===== config.mk =====
export PLATFORM = sky130hd
export DESIGN_NAME = down_counter_mod5
export DESIGN_NICKNAME = d
export VERILOG_FILES = /design/src/rtl/down_counter_mod5.sv
export SDC_FILE = /design/constraint.sdc
export NUM_CORES = 1
export LEC_CHECK = 0
export ABC_AREA = 1
export CAP_MARGIN = 40
export CORE_MARGIN = 8
export CORE_UTILIZATION = 60
export DETAILED_ROUTE_END_ITERATION = 7
export PLACE_DENSITY = 0.82
export SYNTH_ARGS = -nofsm -noshare
export SYNTH_HDL_FRONTEND = slang
export SYNTH_SLANG_ARGS = --single-unit

===== constraint.sdc =====
create_clock -name clk -period 4.2 [get_ports clk]
set_input_delay 0.42 -clock clk [delete_from_list [all_inputs] [get_ports clk]]
set_output_delay 0.42 -clock clk [all_outputs]
set_load 0.05 [all_outputs]

===== src/rtl/down_counter_mod5.sv =====
// -----------------------------------------------------------------------------
// down_counter_mod5
//
// Prescaled modulo-N down counter. A free-running prescaler divides the board
// clock into a one-clk `tick` every DIV_COUNT cycles. On each tick with `en`
// high, the count `q` steps down MODULUS-1, ..., 1, 0, then wraps back to
// MODULUS-1. A one-clk `borrow` pulse marks the wrap.
//
// Parameters:
//   MODULUS    count range 0..MODULUS-1 (legal 2..8)
//   DIV_COUNT  clk cycles per count tick (legal >= 1)
//
// Ports:
//   clk       in   board clock, all state on rising edge
//   reset     in   asynchronous active-high reset
//   en        in   count enable, only looked at on tick cycles
//   load      in   synchronous parallel load strobe; also restarts prescaler
//   load_val  in   [2:0] value to load, clamped to MODULUS-1
//   q         out  [2:0] current count
//   tick      out  one-clk pulse per prescaler period
//   borrow    out  one-clk pulse in the first cycle q shows MODULUS-1 after a wrap
//   zero      out  high while q == 0
//   seg       out  [6:0] active-high segments {g,f,e,d,c,b,a} of q
//                  (only when DOWN_CNT_SEVENSEG_EN is defined)
//
// Configuration macro: DOWN_CNT_SEVENSEG_EN adds the registered seven-segment
// decode of q on port `seg`. Without it there is no `seg` port and no decoder.
// -----------------------------------------------------------------------------
module down_counter_mod5 #(
  parameter int MODULUS   = 5,
  parameter int DIV_COUNT = 27000000
) (
  input  logic       clk,
  input  logic       reset,
  input  logic       en,
  input  logic       load,
  input  logic [2:0] load_val,
  output logic [2:0] q,
  output logic       tick,
  output logic       borrow,
`ifdef DOWN_CNT_SEVENSEG_EN
  output logic [6:0] seg,
`endif
  output logic       zero
);

  // A single-valued prescaler (DIV_COUNT=1) still gets one bit so the
  // register is never zero-width; it simply stays at 0 and tick stays high.
  localparam int PRE_W = (DIV_COUNT > 1) ? $clog2(DIV_COUNT) : 1;

  localparam logic [PRE_W-1:0] PRE_LAST = PRE_W'(DIV_COUNT - 1);
  localparam logic [2:0]       Q_MAX    = 3'(MODULUS - 1);

  logic [PRE_W-1:0] r_pre;
  logic [2:0]       r_q;
  logic             r_borrow;

  logic             w_tick;
  logic [PRE_W-1:0] w_pre_next;
  logic [2:0]       w_q_next;
  logic             w_borrow_next;
  logic [2:0]       w_load_clamped;

  assign w_tick         = (r_pre == PRE_LAST);
  assign w_load_clamped = (load_val > Q_MAX) ? Q_MAX : load_val;

  // Next-state logic. Load beats tick/en; a decrement coinciding with a
  // load is discarded, and the load also restarts the prescaler period.
  always_comb begin
    w_pre_next    = r_pre;
    w_q_next      = r_q;
    w_borrow_next = 1'b0;

    if (load) begin
      w_pre_next = '0;
    end else if (w_tick) begin
      w_pre_next = '0;
    end else begin
      w_pre_next = r_pre + PRE_W'(1);
    end

    if (load) begin
      w_q_next = w_load_clamped;
    end else if (w_tick && en) begin
      if (r_q == 3'd0) begin
        w_q_next      = Q_MAX;
        w_borrow_next = 1'b1;
      end else begin
        w_q_next = r_q - 3'd1;
      end
    end
  end

  always_ff @(posedge clk or posedge reset) begin
    if (reset) begin
      r_pre    <= '0;
      r_q      <= Q_MAX;
      r_borrow <= 1'b0;
    end else begin
      r_pre    <= w_pre_next;
      r_q      <= w_q_next;
      r_borrow <= w_borrow_next;
    end
  end

`ifdef DOWN_CNT_SEVENSEG_EN
  // Segment bits {g,f,e,d,c,b,a}, active high.
  function automatic logic [6:0] seg_decode(input logic [2:0] v);
    logic [6:0] s;
    s = 7'h00;
    case (v)
      3'd0: s = 7'h3F;
      3'd1: s = 7'h06;
      3'd2: s = 7'h5B;
      3'd3: s = 7'h4F;
      3'd4: s = 7'h66;
      3'd5: s = 7'h6D;
      3'd6: s = 7'h7D;
      3'd7: s = 7'h07;
      default: s = 7'h00;
    endcase
    return s;
  endfunction

  logic [6:0] r_seg;

  // Decoded from the next count so the segments change on the same edge as q.
  always_ff @(posedge clk or posedge reset) begin
    if (reset) begin
      r_seg <= seg_decode(Q_MAX);
    end else begin
      r_seg <= seg_decode(w_q_next);
    end
  end

  assign seg = r_seg;
`endif

  assign q      = r_q;
  assign tick   = w_tick;
  assign borrow = r_borrow;
  assign zero   = (r_q == 3'd0);

endmodule

# Word level (Yosys, flattened, before mapping)
# Cells that the tools add are included.
dict set report word_totals {
  reg_bits 29
  in_bits 7
  elab_cells 19
}
dict set report classes {
  addsub 2
  order_cmp 1
  eq_ne 1
  mux 9
  reduce_logical 3
}
# cell n
set ops {}
lappend ops {{two-way mux 25 bit} 2}
lappend ops {{adder 25 x 1 -> 25 bit, second input constant} 1}
lappend ops {{equality test 25 bit, second input constant} 1}
lappend ops {{two-way mux 3 bit} 4}
lappend ops {{greater-than comparator 3 bit, second input constant} 1}
lappend ops {{logical NOT 3 bit} 1}
lappend ops {{two-way mux 1 bit} 3}
lappend ops {{subtractor 3 x 1 -> 3 bit, second input constant} 1}
lappend ops {{nonzero test 2 bit} 1}
lappend ops {{logical AND 1 bit} 1}

# Depth between registers and ports, before layout
# Gate-level depths: netlist (run 1).
dict set report logic_depth {
  word_depth 4
  depth_mapped 9
  ltp_nobuf 9
}

# Worst setup path before layout (run 1)
# Ideal clock, no wire load.
dict set report synth_timing {
  kind {register to output}
  from {register r_pre[0]}
  to {output port tick}
  arrival_time_ps 1377
  required_ps 3780
  path_slack_ps 2403
  path_stages_with_launch 6
  path_cell_list {dfrtp_1 ha_1 nand3_2 nor3_2 nand2_1 inv_1}
}
dict set report synth_via {
  elab_chain_len 1
}
# item line
set synth_rtl {}
lappend synth_rtl {{start, declared} 54} ;# logic [PRE_W-1:0] r_pre;
lappend synth_rtl {{start signal, assigned} 100} ;# r_pre <= w_pre_next;
lappend synth_rtl {{equality test 25 bit} 64} ;# assign w_tick = (r_pre == PRE_LAST);
lappend synth_rtl {{end, declared} 39} ;# output logic tick,
# Every way passes these cells.

# Worst setup path after layout (run 1)
# Same ends and word-level chain as after synthesis.

==> results by group, run 1 <==
STA
  – Worst Tran Pin Value: 0.6713 ns
  – # setup viols final: 0
  – Slew headroom: 55.20%
  – Final worst path period need: 2.769 ns
  – Clock Skew: 0.01275 ns
  – Worst setup margin: 1.431 ns
  – Final Hold Fails: 0
  – RSZ-0062 raised after global routing: false
  – Final period utilization: 65.92%
  – Slew Limit Fails: 0
  – Fmax: 0.3612 GHz
  – Setup TNS: 0 ns

Detailed routing
  – WL per Instance: 12.29 um
  – Post-Route WL: 3503 um
  – Post-DR vias/cell: 5.158
  – DRC viols: 0
  – DR vias: 1470
  – DRT Pass-1 Iters: 4
  – 1st-iter DRT viols: 66
  – Final ANT Viol Nets: 0

Die
  – Total core area: 2710 um^2
  – Row count: 19
  – Die Ht: 68.88 um
  – Die footprint: 4744 um^2
  – Number of top-level pins: 13
  – Die Width: 68.88 um
  – Starting Density: 61.91%

Finish
  – Area occupied by multi-input gates: 845.8 um^2
  – Diodes inserted: 0
  – Fillers: 231
  – Register Area: 726.9 um^2
  – Nets@finish: 261
  – Layout area overhead: 13.12%
  – Share of layout cells above drive strength 1: 8.268%

Clock network
  – Post-CTS Setup Inserts: 0
  – # resized after CTS: 0
  – H-tree Lvls: 2
  – CTS tree: done
  – Clk sinks: 29
  – Quantity of hold-fixing buffers added after cts: 0
  – Clock transition at path regs: 0.09 ns
  – Root buffer cell: clkbuf_4
  – CTS Buf Count: 5
  – Clk_lat worst skew: 0.32 ns
  – CTS max path bufs: 2

Global route
  – Vias in the first global route: 1395
  – Largest net degree at the start of global routing: 16
  – Initial antenna violation count: 0
  – Total GRT Usage: 16.89%
  – Global-route wire length before repair: 5968 um
  – Grt total ovfl: 0

Placed design
  – GPL Wtd Cong: 0.9099
  – Buffers on Ports: 12
  – HPWL Detailed: 2717 um
  – DP Worst Slack: 1.777 ns

Pwr
  – Sw frac: 28.81%
  – Leakage: 0.8566 nW
  – Logic pwr share: 16.1%
  – Clk network pwr share: 29.1%
  – Pint: 0.3834 mW
  – Switching pwr: 0.1552 mW
  – Pwr Density: 283.8 nW/um^2
  – Reg power frac: 54.7%
  – Peak supply drop: 0.0002669 V

Setup path
  – Critical path's slowest cell: clkdlybuf4s50_1
  – Setup CP Type: register to output port
  – Worst path cell trace: ha_1 > nand3_2 > nor3_2 > nand2_1 > inv_1 > clkdlybuf4s50_1
  – Critical Path End Type: output port
  – FF-to-FF path depth: 6
  – Startpoint Class: register
  – CP required: 3.78 ns
  – CP arrival: 2.35 ns
  – CP max stage delay: 0.79 ns
  – Crit path max fanout: 5

Synthesis
  – Share of the yosys chip area belonging to registers: 43.33%
  – Syn_area_per_cell: 7.140 um^2
  – Post-Synthesis Cells: 235
  – Mapped Nets: 243
  – Syn Std Cell Area: 1678 um^2
  – Synth warnings: 0
  – #FFs+latches synth: 29
  – Synth unique cells: 25

Min path
  – HP Class: register to register
  – Hold Path Depth: 1

Status
  – Run status: completed

Run
  – Max_cap viols: 0
cell usage in the layout (no fill, tap or decap):
master,n
nand2_1,64
nor2_1,57
dfrtp_1,28
inv_1,24
nand3_1,14
clkdlybuf4s50_1,12
nor2_2,6
nor3_1,5
o21ai_0,5
xnor2_1,5
xor2_1,5
clkbuf_4,5
a21oi_1,4
nand3_2,3
clkbuf_1,3
nand3b_1,2
nand2_2,2
nor3_2,1
nor2_4,1
nand4_1,1
or2_2,1
nor3b_1,1
o31ai_1,1
a21boi_0,1
ha_1,1
buf_16,1
dfstp_2,1
cell families after synthesis:
| group | share of synthesized area [%] |
|---|---|
| and+or+nand+nor | 40.87 |
| AOI/OAI and AO/OA | 3.580 |
| xor gates and xnor gates | 5.220 |
| adders and majority gates | 0.7456 |
| buffers and inverters | 6.264 |
| DFF | 43.33 |
Yosys cell counts (all sizes together):
master  instances  area share (%)
nor3            6             2.1
a21boi          1            0.45
xnor2           5             2.6
dfstp           1             1.6
or2             1            0.37
nand4           1            0.37
xor2            5             2.6
ha              1            0.75
buf             1            0.67
dfrtp          28              42
nand3b          2            0.89
clkbuf          1            0.22
o21ai           5             1.5
nor3b           1            0.45
nor2           64              16
a21oi           4             1.2
inv            24             5.4
nand2          66              15
nand3          17             6.0
o31ai           1            0.45
power by group through the flow:
stage               Sequential, mW  Clock [mW]  Combinational, mW
floorplan                    0.317           0             0.0393
CTS                          0.295       0.163             0.0872
global placement             0.300           0             0.0828
finish                       0.295       0.157             0.0869
global route                 0.296       0.173             0.0940
detailed placement           0.300           0             0.0867
worst paths after layout:
kind | slack (ns) | endpoint | start
worst max-delay path | 1.43 | tick | r_pre[0]
worst min-delay path | 0.48 | r_pre[0] | r_pre[0]
worst max register to register | 2.60 | r_pre[16] | r_pre[0]
worst min register to register | 0.48 | r_pre[0] | r_pre[0]
max in group asynchronous | 3.20 | borrow | reset
min in group asynchronous | 0.49 | r_pre[18] | reset
critical path, delay by kind of cell, from the launching register on:
| family | cells | cell delay (ns) |
|---|---|---|
| buffers and inverters | 2 | 0.86 |
| and+or+nand+nor | 3 | 0.52 |
| DFF | 1 | 0.39 |
| adders and majority gates | 1 | 0.26 |
through the flow:
stage | power, mW | utilization [%] | cells | area [um^2] | hold WS (ns)
finish | 0.5386 | 70.04 | 285 | 1898 | 0.4847
global route | 0.5632 | 70.04 | 285 | 1898 | 0.5087
CTS | 0.5449 | 70.04 | 285 | 1898 | 0.4907
detailed placement | 0.3872 | 68.24 | 277 | 1849 | 0.4775
global placement | 0.3829 | 67.22 | 276 | 1822 | 0.4688
floorplan | 0.3558 | - | 235 | 1678 | 0.4488
per-layer routing:
layer  vias to the layer above  share of wire [%]  track usage [%]
met1                       662                 48            21.54
met3                         8                4.6            3.877
li1                        762                  -                -
met2                        38                 46            26.47
met4                         0                1.8            8.020
met5                         -                  0                0
layout make-up:
type	instances	share of cell area [%]
well taps	31	2.044
flip-flops and latches	29	38.30
inverters	24	4.746
clock buffers	8	2.571
repair buffers	13	7.779
multi-input cells	180	44.56
flip-flops by register name, indices dropped and copies added, names as in the netlist:
| register | cells |
|---|---|
| r_pre | 25 |
| q | 3 |
| borrow | 1 |
Note: power is estimated with default switching activity, not from simulation.
==> run 2: changes to the inputs <==
--- a/config.mk
+++ b/config.mk
@@ -8,9 +8,9 @@
 export ABC_AREA = 1
 export CAP_MARGIN = 40
 export CORE_MARGIN = 8
-export CORE_UTILIZATION = 60
+export CORE_UTILIZATION = 57
 export DETAILED_ROUTE_END_ITERATION = 7
-export PLACE_DENSITY = 0.82
+export PLACE_DENSITY = 0.78
 export SYNTH_ARGS = -nofsm -noshare
 export SYNTH_HDL_FRONTEND = slang
 export SYNTH_SLANG_ARGS = --single-unit
==> constraint.sdc (replaced) <==
create_clock -name clk -period 2.8 [get_ports clk]
set_input_delay 0.28 -clock clk [delete_from_list [all_inputs] [get_ports clk]]
set_output_delay 0.28 -clock clk [all_outputs]
set_load 0.05 [all_outputs]
==> results by group, run 2 (synthesis results as in run 1) <==
Pwr
  – Peak supply drop: 0.0004106 V (+54%)
  – Leakage: 0.8735 nW (+2.0%)
  – Pwr Density: 439.2 nW/um^2 (+55%)
  – PnR Total Power: 0.8303 mW (+54%)

Setup path
  – Reg2Reg Launch Point: r_pre[0]
  – Buf/Inv on CP: 2 (unchanged)
  – FF-to-FF path depth: 6 (unchanged)
  – Crit path max fanout: 5 (unchanged)
  – Worst r2r dst: r_pre[6]
  – Worst setup path start: r_pre[0]
  – CP required: 2.52 ns (-1.26 ns)
  – Critical path's slowest cell: dlymetal6s2s_1
  – Critical Path End Type: output port
  – Startpoint Class: register
  – Reg2reg setup slack: 1.18 ns (-1.42 ns)
  – CP max stage delay: 0.43 ns (-0.36 ns)
  – Setup CP Type: register to output port
  – CP top delay family: simple AND/OR/NAND/NOR gates
  – CP Depth: 6 (unchanged)
  – Critical Path Sink: tick
  – CP arrival: 1.99 ns (-0.36 ns)
  – Worst path cell trace: ha_1 > nand3_2 > nor3_2 > nand2_1 > inv_1 > dlymetal6s2s_1

Detailed routing
  – DRT Pass-1 Iters: 4 (unchanged)
  – WL per Instance: 12.23 um (-0.49%)
  – Final ANT Viol Nets: 0 (unchanged)
  – 1st-iter DRT viols: 150 (+130%)
  – Post-Route WL: 3486 um (-0.49%)
  – DRC viols: 0 (unchanged)
  – DR vias: 1491 (+1.4%)
  – Post-DR vias/cell: 5.232 (+1.4%)

Finish
  – Max reg flops: 25 (unchanged)
  – Layout area overhead: 12.68%
  – Diodes inserted: 0 (unchanged)
  – Layout Cell Area excl Fill: 1891 um^2 (-0.40%)
  – Nets@finish: 261 (unchanged)
  – Commonest non-fill, non-tap cell in the layout: nand2_1
  – Biggest register: r_pre
  – Register Area: 726.9 um^2 (unchanged)
  – Fillers: 241 (+4.3%)
  – Share of layout cells above drive strength 1: 8.661% (+0.39 points)
  – Most frequent cells in the layout: nand2_1 (64), nor2_1 (57), dfrtp_1 (28)
  – Area occupied by multi-input gates: 845.8 um^2 (unchanged)

Die
  – Number of top-level pins: 13 (unchanged)
  – Die Ht: 70.26 um (+2.0%)
  – Die Width: 70.26 um (+2.0%)
  – Starting Density: 60.32% (-1.6 points)
  – Row count: 19 (unchanged)
  – Die footprint: 4936 um^2 (+4.0%)
  – Total core area: 2781 um^2 (+2.6%)

STA
  – Clock Skew: 0.01511 ns (+0.002369 ns)
  – Slew headroom: 64.40% (+9.2 points)
  – Worst setup margin: 0.5272 ns (-0.9041 ns)
  – Setup TNS: 0 ns (unchanged)
  – Worst Tran Pin Value: 0.5332 ns (-0.1381 ns)
  – # setup viols final: 0 (unchanged)
  – Final worst path period need: 2.273 ns
  – Slew Limit Fails: 0 (unchanged)
  – RSZ-0062 raised after global routing: false
  – Final Hold Fails: 0 (unchanged)
  – Final period utilization: 81.17%
  – Fmax: 0.4400 GHz

Clock network
  – CTS Buf Count: 5 (unchanged)
  – Clk_lat worst skew: 0.33 ns (about the same)
  – Root buffer cell: clkbuf_4
  – CTS tree: done
  – Clock transition at path regs: 0.09 ns (about the same)
  – Quantity of hold-fixing buffers added after cts: 0 (unchanged)
  – H-tree Lvls: 2 (unchanged)
  – Clk sinks: 29 (unchanged)
  – CTS max path bufs: 2 (unchanged)

Status
  – Run status: completed

Placed design
  – Area post-placement: 1829 um^2 (-1.1%)
  – DP Worst Slack: 0.5029 ns (-1.274 ns)
  – GPL Wtd Cong: 0.9392 (+3.2%)
  – HPWL Detailed: 2613 um (-3.8%)
  – Buffers on Ports: 12 (unchanged)

Run
  – Max_cap viols: 0 (unchanged)

Global route
  – Global-route wire length before repair: 6154 um (+3.1%)
  – Total GRT Usage: 15.31% (-1.6 points)
  – Grt total ovfl: 0 (unchanged)
  – Largest net degree at the start of global routing: 30 (+14)
  – Initial antenna violation count: 0 (unchanged)
  – Vias in the first global route: 1372 (-1.6%)

Min path
  – HP Class: input port to asynchronous set/reset pin
==> run 2: tightest hold or removal path: stages <==
cell and delay (ns):
clkdlybuf4s50_1 0.40, inv_1 0.05, buf_4 0.32
==> run 2: routing by layer <==
layer,global-route usage (%),share of wire [%]
met4,6.696,1.7
met3,5.226,7.2
met5,0,0
met2,22.03,42
met1,20.17,49
==> run 2: area by class of cell <==
class                      count  share of cell area (%)
multi-input combinational    180                   44.74
sequential                    29                   38.45
timing repair buffer          13                   6.883
inverter                      24                   4.765
clock buffer                   8                   3.111
tap                           31                   2.052
==> run 2: power breakdown <==
group / internal, mW / switching [mW] / leakage [nW] / total [mW]
combinational: 0.0415 / 0.0836 / 0.444 / 0.125
sequential: 0.431 / 0.0113 / 0.397 / 0.442
clock: 0.124 / 0.139 / 0.0326 / 0.263
==> run 2: worst min path at each step <==
stage / startpoint / endpoint / slack, ns
floorplan: reset / borrow / 0.36
global placement: r_pre[0] / r_pre[0] / 0.46
detailed placement: r_pre[0] / r_pre[0] / 0.49
CTS: reset / r_pre[13] / 0.31
global route: reset / r_pre[2] / 0.34
finish: reset / r_pre[2] / 0.30
==> run 2: repair_timing <==
item,4_1_cts,5_1_grt
buffers inserted,0,0
endpoints found under the setup margin,0,1
resized for setup,0,1
==> run 2: metrics by stage <==
stage	utilization, %	instances	hold slack [ns]
after floorplan	-	235	0.3574
after global placement	65.77	277	0.4627
after CTS	67.88	285	0.3094
after detailed placement	65.77	277	0.4864
after global routing	67.97	285	0.3370
final	67.97	285	0.3038
